==> config.mk <==
export PLATFORM = sky130hd
export DESIGN_NAME = kd_tree_ctrl_flat
export DESIGN_NICKNAME = d
export VERILOG_FILES = /design/src/rtl/kd_tree_ctrl_if.sv /design/src/rtl/kd_tree_ctrl.sv /design/src/flat_wrapper.sv
export SDC_FILE = /design/constraint.sdc
export NUM_CORES = 1
export LEC_CHECK = 0
export CORE_ASPECT_RATIO = 1.75
export CORE_UTILIZATION = 52
export CTS_BUF_LIST = sky130_fd_sc_hd__clkbuf_8 sky130_fd_sc_hd__clkbuf_16
export DETAILED_ROUTE_END_ITERATION = 7
export GPL_TIMING_DRIVEN = 1
export PLACE_DENSITY = 0.85
export SETUP_SLACK_MARGIN = 0.5
export SYNTH_ARGS = -nofsm -noshare
export SYNTH_HDL_FRONTEND = slang
export SYNTH_SLANG_ARGS = --single-unit
==> constraint.sdc <==
create_clock -name clk -period 9.2 [get_ports clk]
set_input_delay 1.84 -clock clk [delete_from_list [all_inputs] [get_ports clk]]
set_output_delay 1.84 -clock clk [all_outputs]
set_load 0.1 [all_outputs]
==> src/rtl/kd_tree_ctrl_if.sv <==
// Signal bundle between kd_tree_ctrl and its host streams and tree.
// The controller uses the slave modport. The host/tree side uses the master modport.
interface kd_tree_ctrl_if #(
    parameter int unsigned INTERNAL_WIDTH = 22,
    parameter int unsigned PATCH_WIDTH    = 55,
    parameter int unsigned ADDRESS_WIDTH  = 8
);
    logic                      start;
    logic                      query_end;
    logic                      cfg_valid;
    logic [INTERNAL_WIDTH-1:0] cfg_data;
    logic                      cfg_ready;
    logic                      patch_valid;
    logic [PATCH_WIDTH-1:0]    patch_data;
    logic                      patch_ready;
    logic                      fsm_enable;
    logic                      sender_enable;
    logic [INTERNAL_WIDTH-1:0] sender_data;
    logic                      patch_en;
    logic [PATCH_WIDTH-1:0]    patch_out;
    logic                      tree_receiver_en;
    logic [ADDRESS_WIDTH-1:0]  tree_leaf_index;
    logic                      leaf_valid;
    logic [ADDRESS_WIDTH-1:0]  leaf_index;
    logic                      leaf_ready;
    logic                      done;
    logic                      err;

    modport slave (
        input  start, query_end, cfg_valid, cfg_data, patch_valid, patch_data,
               tree_receiver_en, tree_leaf_index, leaf_ready,
        output cfg_ready, patch_ready, fsm_enable, sender_enable, sender_data,
               patch_en, patch_out, leaf_valid, leaf_index, done, err
    );

    modport master (
        output start, query_end, cfg_valid, cfg_data, patch_valid, patch_data,
               tree_receiver_en, tree_leaf_index, leaf_ready,
        input  cfg_ready, patch_ready, fsm_enable, sender_enable, sender_data,
               patch_en, patch_out, leaf_valid, leaf_index, done, err
    );
endinterface

==> src/rtl/kd_tree_ctrl.sv <==
// Load/query sequencer for internal_node_tree.
// It streams node configs into the tree, issues patches credit-gated, and buffers leaf results in a FIFO.
module kd_tree_ctrl #(
    parameter int unsigned INTERNAL_WIDTH = 22,
    parameter int unsigned PATCH_WIDTH    = 55,
    parameter int unsigned ADDRESS_WIDTH  = 8,
    parameter int unsigned NUM_NODES      = 63,
    parameter int unsigned RESULT_DEPTH   = 8
) (
    input logic           clk,
    input logic           rst_n,
    kd_tree_ctrl_if.slave bus
);
    localparam int unsigned CNT_W = $clog2(NUM_NODES + 1);
    localparam int unsigned PTR_W = $clog2(RESULT_DEPTH);
    localparam int unsigned OCC_W = PTR_W + 1;

    typedef enum logic [2:0] {
        S_IDLE,
        S_LOAD,
        S_QUERY,
        S_DRAIN,
        S_DONE
    } state_t;

    state_t                    state_q, state_d;
    logic [CNT_W-1:0]          load_cnt_q, load_cnt_d;
    logic [OCC_W-1:0]          inflight_q, inflight_d;
    logic [OCC_W-1:0]          fifo_cnt_q, fifo_cnt_d;
    logic [PTR_W-1:0]          wr_ptr_q, rd_ptr_q;
    logic                      fin_q;
    logic                      sender_en_q;
    logic [INTERNAL_WIDTH-1:0] sender_data_q;
    logic                      patch_en_q;
    logic [PATCH_WIDTH-1:0]    patch_out_q;
    logic                      err_q, err_d;
    logic [ADDRESS_WIDTH-1:0]  mem [RESULT_DEPTH];

    logic cfg_hs, last_cfg, credit_ok, patch_rdy, accept;
    logic fifo_full, fifo_empty, pop, push, ret_ok;

    // Credit covers both buffered results and patches still inside the tree.
    // A push therefore always finds a free FIFO slot.
    assign credit_ok  = ({1'b0, fifo_cnt_q} + {1'b0, inflight_q}) < (OCC_W + 1)'(RESULT_DEPTH);
    assign cfg_hs     = bus.cfg_valid && (state_q == S_LOAD);
    assign last_cfg   = cfg_hs && (load_cnt_q == CNT_W'(NUM_NODES - 1));
    assign patch_rdy  = (state_q == S_QUERY) && credit_ok;
    assign accept     = bus.patch_valid && patch_rdy;
    assign fifo_full  = (fifo_cnt_q == OCC_W'(RESULT_DEPTH));
    assign fifo_empty = (fifo_cnt_q == '0);
    assign pop        = !fifo_empty && bus.leaf_ready;
    assign push       = bus.tree_receiver_en && (!fifo_full || pop);
    assign ret_ok     = bus.tree_receiver_en && (inflight_q != '0);

    always_comb begin
        state_d    = state_q;
        load_cnt_d = load_cnt_q;
        unique case (state_q)
            S_IDLE:  if (bus.start) state_d = S_LOAD;
            S_LOAD: begin
                if (cfg_hs) load_cnt_d = load_cnt_q + CNT_W'(1);
                if (last_cfg) state_d = S_QUERY;
            end
            S_QUERY: if (bus.query_end) state_d = S_DRAIN;
            S_DRAIN: if ((inflight_q == '0) && fifo_empty) state_d = S_DONE;
            S_DONE:  state_d = S_DONE;
            default: state_d = S_IDLE;
        endcase
    end

    always_comb begin
        inflight_d = inflight_q;
        if (accept && !ret_ok)      inflight_d = inflight_q + OCC_W'(1);
        else if (!accept && ret_ok) inflight_d = inflight_q - OCC_W'(1);

        fifo_cnt_d = fifo_cnt_q;
        if (push && !pop)      fifo_cnt_d = fifo_cnt_q + OCC_W'(1);
        else if (pop && !push) fifo_cnt_d = fifo_cnt_q - OCC_W'(1);

        err_d = err_q
              | (bus.tree_receiver_en && (inflight_q == '0))
              | (bus.tree_receiver_en && fifo_full && !pop);
    end

    always_ff @(posedge clk or negedge rst_n) begin
        if (!rst_n) begin
            state_q       <= S_IDLE;
            load_cnt_q    <= '0;
            inflight_q    <= '0;
            fifo_cnt_q    <= '0;
            wr_ptr_q      <= '0;
            rd_ptr_q      <= '0;
            fin_q         <= 1'b0;
            sender_en_q   <= 1'b0;
            sender_data_q <= '0;
            patch_en_q    <= 1'b0;
            patch_out_q   <= '0;
            err_q         <= 1'b0;
        end else begin
            state_q     <= state_d;
            load_cnt_q  <= load_cnt_d;
            inflight_q  <= inflight_d;
            fifo_cnt_q  <= fifo_cnt_d;
            fin_q       <= last_cfg;
            sender_en_q <= cfg_hs;
            patch_en_q  <= accept;
            err_q       <= err_d;
            if (cfg_hs) sender_data_q <= bus.cfg_data;
            if (accept) patch_out_q <= bus.patch_data;
            if (push)   wr_ptr_q <= wr_ptr_q + PTR_W'(1);
            if (pop)    rd_ptr_q <= rd_ptr_q + PTR_W'(1);
        end
    end

    always_ff @(posedge clk) begin
        if (push) mem[wr_ptr_q] <= bus.tree_leaf_index;
    end

    assign bus.cfg_ready     = (state_q == S_LOAD);
    assign bus.fsm_enable    = (state_q == S_LOAD) || fin_q;
    assign bus.sender_enable = sender_en_q;
    assign bus.sender_data   = sender_data_q;
    assign bus.patch_ready   = patch_rdy;
    assign bus.patch_en      = patch_en_q;
    assign bus.patch_out     = patch_out_q;
    assign bus.leaf_valid    = !fifo_empty;
    assign bus.leaf_index    = fifo_empty ? '0 : mem[rd_ptr_q];
    assign bus.done          = (state_q == S_DONE);
    assign bus.err           = err_q;
endmodule

==> src/flat_wrapper.sv <==
// flat-port wrapper written by rule: the top's interface ports become plain ports
module kd_tree_ctrl_flat 
#(
    parameter int unsigned INTERNAL_WIDTH = 22,
    parameter int unsigned PATCH_WIDTH    = 55,
    parameter int unsigned ADDRESS_WIDTH  = 8,
    parameter int unsigned NUM_NODES      = 63,
    parameter int unsigned RESULT_DEPTH   = 8
)
  (clk, rst_n, bus_start, bus_query_end, bus_cfg_valid, bus_cfg_data, bus_patch_valid, bus_patch_data, bus_tree_receiver_en, bus_tree_leaf_index, bus_leaf_ready, bus_cfg_ready, bus_patch_ready, bus_fsm_enable, bus_sender_enable, bus_sender_data, bus_patch_en, bus_patch_out, bus_leaf_valid, bus_leaf_index, bus_done, bus_err);
  kd_tree_ctrl_if #(.INTERNAL_WIDTH(INTERNAL_WIDTH), .PATCH_WIDTH(PATCH_WIDTH), .ADDRESS_WIDTH(ADDRESS_WIDTH)) bus_i ();
  input logic clk;
  input logic rst_n;
  input wire logic [$bits(bus_i.start)-1:0] bus_start;
  input wire logic [$bits(bus_i.query_end)-1:0] bus_query_end;
  input wire logic [$bits(bus_i.cfg_valid)-1:0] bus_cfg_valid;
  input wire logic [$bits(bus_i.cfg_data)-1:0] bus_cfg_data;
  input wire logic [$bits(bus_i.patch_valid)-1:0] bus_patch_valid;
  input wire logic [$bits(bus_i.patch_data)-1:0] bus_patch_data;
  input wire logic [$bits(bus_i.tree_receiver_en)-1:0] bus_tree_receiver_en;
  input wire logic [$bits(bus_i.tree_leaf_index)-1:0] bus_tree_leaf_index;
  input wire logic [$bits(bus_i.leaf_ready)-1:0] bus_leaf_ready;
  output wire logic [$bits(bus_i.cfg_ready)-1:0] bus_cfg_ready;
  output wire logic [$bits(bus_i.patch_ready)-1:0] bus_patch_ready;
  output wire logic [$bits(bus_i.fsm_enable)-1:0] bus_fsm_enable;
  output wire logic [$bits(bus_i.sender_enable)-1:0] bus_sender_enable;
  output wire logic [$bits(bus_i.sender_data)-1:0] bus_sender_data;
  output wire logic [$bits(bus_i.patch_en)-1:0] bus_patch_en;
  output wire logic [$bits(bus_i.patch_out)-1:0] bus_patch_out;
  output wire logic [$bits(bus_i.leaf_valid)-1:0] bus_leaf_valid;
  output wire logic [$bits(bus_i.leaf_index)-1:0] bus_leaf_index;
  output wire logic [$bits(bus_i.done)-1:0] bus_done;
  output wire logic [$bits(bus_i.err)-1:0] bus_err;
  assign bus_i.start = bus_start;
  assign bus_i.query_end = bus_query_end;
  assign bus_i.cfg_valid = bus_cfg_valid;
  assign bus_i.cfg_data = bus_cfg_data;
  assign bus_i.patch_valid = bus_patch_valid;
  assign bus_i.patch_data = bus_patch_data;
  assign bus_i.tree_receiver_en = bus_tree_receiver_en;
  assign bus_i.tree_leaf_index = bus_tree_leaf_index;
  assign bus_i.leaf_ready = bus_leaf_ready;
  assign bus_cfg_ready = bus_i.cfg_ready;
  assign bus_patch_ready = bus_i.patch_ready;
  assign bus_fsm_enable = bus_i.fsm_enable;
  assign bus_sender_enable = bus_i.sender_enable;
  assign bus_sender_data = bus_i.sender_data;
  assign bus_patch_en = bus_i.patch_en;
  assign bus_patch_out = bus_i.patch_out;
  assign bus_leaf_valid = bus_i.leaf_valid;
  assign bus_leaf_index = bus_i.leaf_index;
  assign bus_done = bus_i.done;
  assign bus_err = bus_i.err;
  kd_tree_ctrl #(.INTERNAL_WIDTH(INTERNAL_WIDTH), .PATCH_WIDTH(PATCH_WIDTH), .ADDRESS_WIDTH(ADDRESS_WIDTH), .NUM_NODES(NUM_NODES), .RESULT_DEPTH(RESULT_DEPTH)) u_core (.clk(clk), .rst_n(rst_n), .bus(bus_i));
endmodule
==> results.md <==
* Proportion of synthesized area in mux cells at 15.2%
* Top cells by count, synth: dfrtp_1 (104), nand2_1 (77), edfxtp_1 (64)
* GR Util met1 at a little over a quarter
* Min Tclk post-route at 5.12 ns
* Async set-or-reset flop fraction in the synthesized netlist at about three fifths
* Outcome: finished, final reports clean
* Number of synthesized flops with an enable pin at 64
* Half-perimeter wire length after placement at between 10 and 15 mm
* Die Y at 154 um
* CTS hold repair buffers at 0
* Starting Density at between 50% and 60%
* Post-route clock period utilization at between 50% and 60%
* Post-synth top flop: dfrtp_1
* Final TNS setup at 0 ns
* Critical R2R Capture: u_core.inflight_q[3]
* Worst Path Arrival at 3.28 ns
* Post-route DRC at 0
* RSZ-0062 raised after global routing: no
* Vias in the first global route at around 5000
* Relative slew slack at roughly 17%
* Final setup margin at a little over 4 ns
* All-Layer GR Usage at between 20% and 30%
* Delay of the slowest critical-path stage at 1.02 ns
* Share of post-route cells with drive strength above 1 at 17.9%
* Met3 usage at under 10%
* Simple-Gate Fraction of Synth Area at between 8 and 9%
* Port Buf Inserts at 185
* First-pass GRT wire length at 24.9 mm
* Worst-Margin Slew at 1.24 ns
* Layout area overhead at 37.7%
* H-tree depth at 4
* Slowest stage cell, crit path: dfrtp_1
* Post-route antenna net violation count at 0
* Hold Crit Class: flip-flop to flip-flop
* Top-count cell post-synth: dfrtp_1
* Placer Congestion at 0.773
* CP Class: flip-flop to primary output
* Final hold viol count at 0
* Post-synth top area share at 37.9%
* Final setup violation count at 0
* Critical path's top delay family: flip-flops
* Clock Tree Root: clkbuf_16
* Critical Path Start Type: flip-flop
* CP required at 7.36 ns
* Vias after detailed routing at 4509
* Remaining global-route overflow at 0
* R2R depth at 9
* Reg2reg start: u_core.fifo_cnt_q[3]
* Register area share after synthesis at 66.0%
* Crit. path cell count at 3
* Initial antenna violation count at 0
* Filler Cell Count at between 800 and 900
* Xor/xnor share of the synthesized area at 1.66%
* Clock tree from TritonCTS: yes
* CP Cell Sequence: mux4_2 -> a22o_1 -> clkdlybuf4s50_1
* Bufs on Longest Clock Path at 2
* Maximum capacitance violations at 0
* Crit path launch: u_core.rd_ptr_q[0]
* Slew Viols, Final at 0
* Core Region at about 13000 sq um
* DIE AREA at approximately 14000 sq um
* Max Freq at around 0.20 GHz
* Largest net degree at the start of global routing at between 50 and 60
* Post-synth cell types at between 40 and 50
* Die X at between 80 and 90 um
* Net count after synthesis at ~560
* Vias/cell at around 5.4
* Num ports at about 190
* Synth warn at 0
* CP bufs+invs at 1
* Clock Pin Slew Worst Setup and Hold Paths at roughly 0.070 ns
* Grt met2 use at 43.2%
* R2R setup slack at between 5 and 6 ns
* Placement Setup Slack at between 4 and 5 ns
* Adder-cell area share of the yosys netlist at under 10%
* Ranking of synthesized cells by area: dfrtp_1 (38%), edfxtp_1 (28%), mux2_2 (9.0%), mux4_2 (5.3%), nand2_1 (4.2%)
* Post-CTS setup buffer count at 0
* End of the critical path: bus_leaf_index[0]
* Routed wire length at 15.6 mm
* Avg WL per Cell at approximately 19 um
* # rows at between 50 and 60
* Iter 0 DRT Violations at 257
* Worst skew pair latency at 0.42 ns
* Antenna cell count at 0
* Crit-path max FO at 18
* TritonCTS buffer count at 17
* Main combinational cell family by area after synthesis: multiplexers
* Worst hold margin at 0.458 ns
* Layout Skew at 0.00932 ns
* Cell count after synthesis at around 460
* Yosys top cell by area: dfrtp_1
* Post-synthesis compound-gate area fraction at 4.03%
* 1st-pass router iterations at 4
* Number of synthesized register bits at approximately 170
* Final nets at ~760
* GR peak layer: met2
* Crit end category: primary output
* Synthesized area at roughly 6900 sq um
* Post-CTS resize count at 0
* Syn avg cell area at between 15 and 20 sq um
* CTS sink count at between 150 and 200
-- cells in the final DEF (no fill, tap or decap), types with 4 or more instances in the layout --
cell type        synthesis  routed
clkdlybuf4s50_1          0     184
dfrtp_1                104     104
nand2_1                 77      77
edfxtp_1                64      64
mux2_2                  55      55
clkbuf_16                0      17
mux4_2                  16      16
ha_1                    13      13
xnor2_1                 12      12
nor3_1                  11      11
a22o_1                   8       8
buf_4                    0       8
inv_1                    7       7
nand3_1                  7       7
o211ai_1                 6       6
inv_6                    0       6
nand2b_1                 4       4
or4_1                    4       4
o21ai_0                  4       4
a21oi_1                  4       4
mux2_1                   4       4
clkinvlp_4               0       4
-- registers in the layout (all words and copies together) (netlist names) --
register / count
u_core.mem: 64
u_core.load_cnt_q: 6
u_core.bus.patch_en: 1
u_core.rd_ptr_q: 3
u_core.fifo_cnt_q: 4
u_core.bus.sender_data: 22
u_core.bus.sender_enable: 1
u_core.bus.err: 1
u_core.bus.patch_out: 55
u_core.fin_q: 1
u_core.wr_ptr_q: 3
u_core.inflight_q: 4
u_core.state_q: 3
-- kinds of logic after synthesis --
family / after synthesis
buffers and inverters: 28
adders and majority gates: 15
xor gates and xnor gates: 13
AOI/OAI and AO/OA: 34
muxes: 77
DFF: 168
and+or+nand+nor: 121
-- metrics by stage --
step                std cells  cell area (sq um)  util [%]
finish                    831               9440      73.4
global route              831               9440      73.4
CTS                       831               9440      73.4
detailed placement        799               8870      68.9
global placement          799               8870      68.9
floorplan                 456               6860         -
-- worst min path at each step --
stage | from | to | cells after the start
after floorplan | u_core.load_cnt_q[5] | u_core.load_cnt_q[5] | 1
after global placement | u_core.bus.err | u_core.bus.err | 1
after detailed placement | u_core.bus.err | u_core.bus.err | 1
after CTS | u_core.bus.err | u_core.bus.err | 1
after global routing | u_core.bus.err | u_core.bus.err | 1
final | u_core.bus.err | u_core.bus.err | 1
-- layer usage --
metal	vias up	routed length, um
li1	2048	-
met1	2204	5470
met2	209	8560
met3	48	1030
met4	0	581
met5	-	0
-- worst register-to-register path, stage by stage, from the launching register on --
cell       delay (ns)
dfrtp_1          0.45
ha_1             0.32
or4_4            0.57
a2111oi_0        0.54
ha_1             0.36
inv_1            0.14
ha_1             0.37
or4_1            0.52
o211ai_1         0.13
o211ai_1         0.10
-- area by class of cell --
type / count / area [sq um] / area share (%)
sequential: 168 / 4520 / 47.9
multi-input combinational: 260 / 2200 / 23.3
timing repair buffer: 192 / 1900 / 20.1
clock buffer: 17 / 425 / 4.51
tap: 171 / 214 / 2.27
clock inverter: 15 / 151 / 1.60
inverter: 8 / 30.0 / 0.318
Power is left out: the tool's default activity adds up to more than one toggle a clock period on the data nets, which glitch-free logic cannot reach.
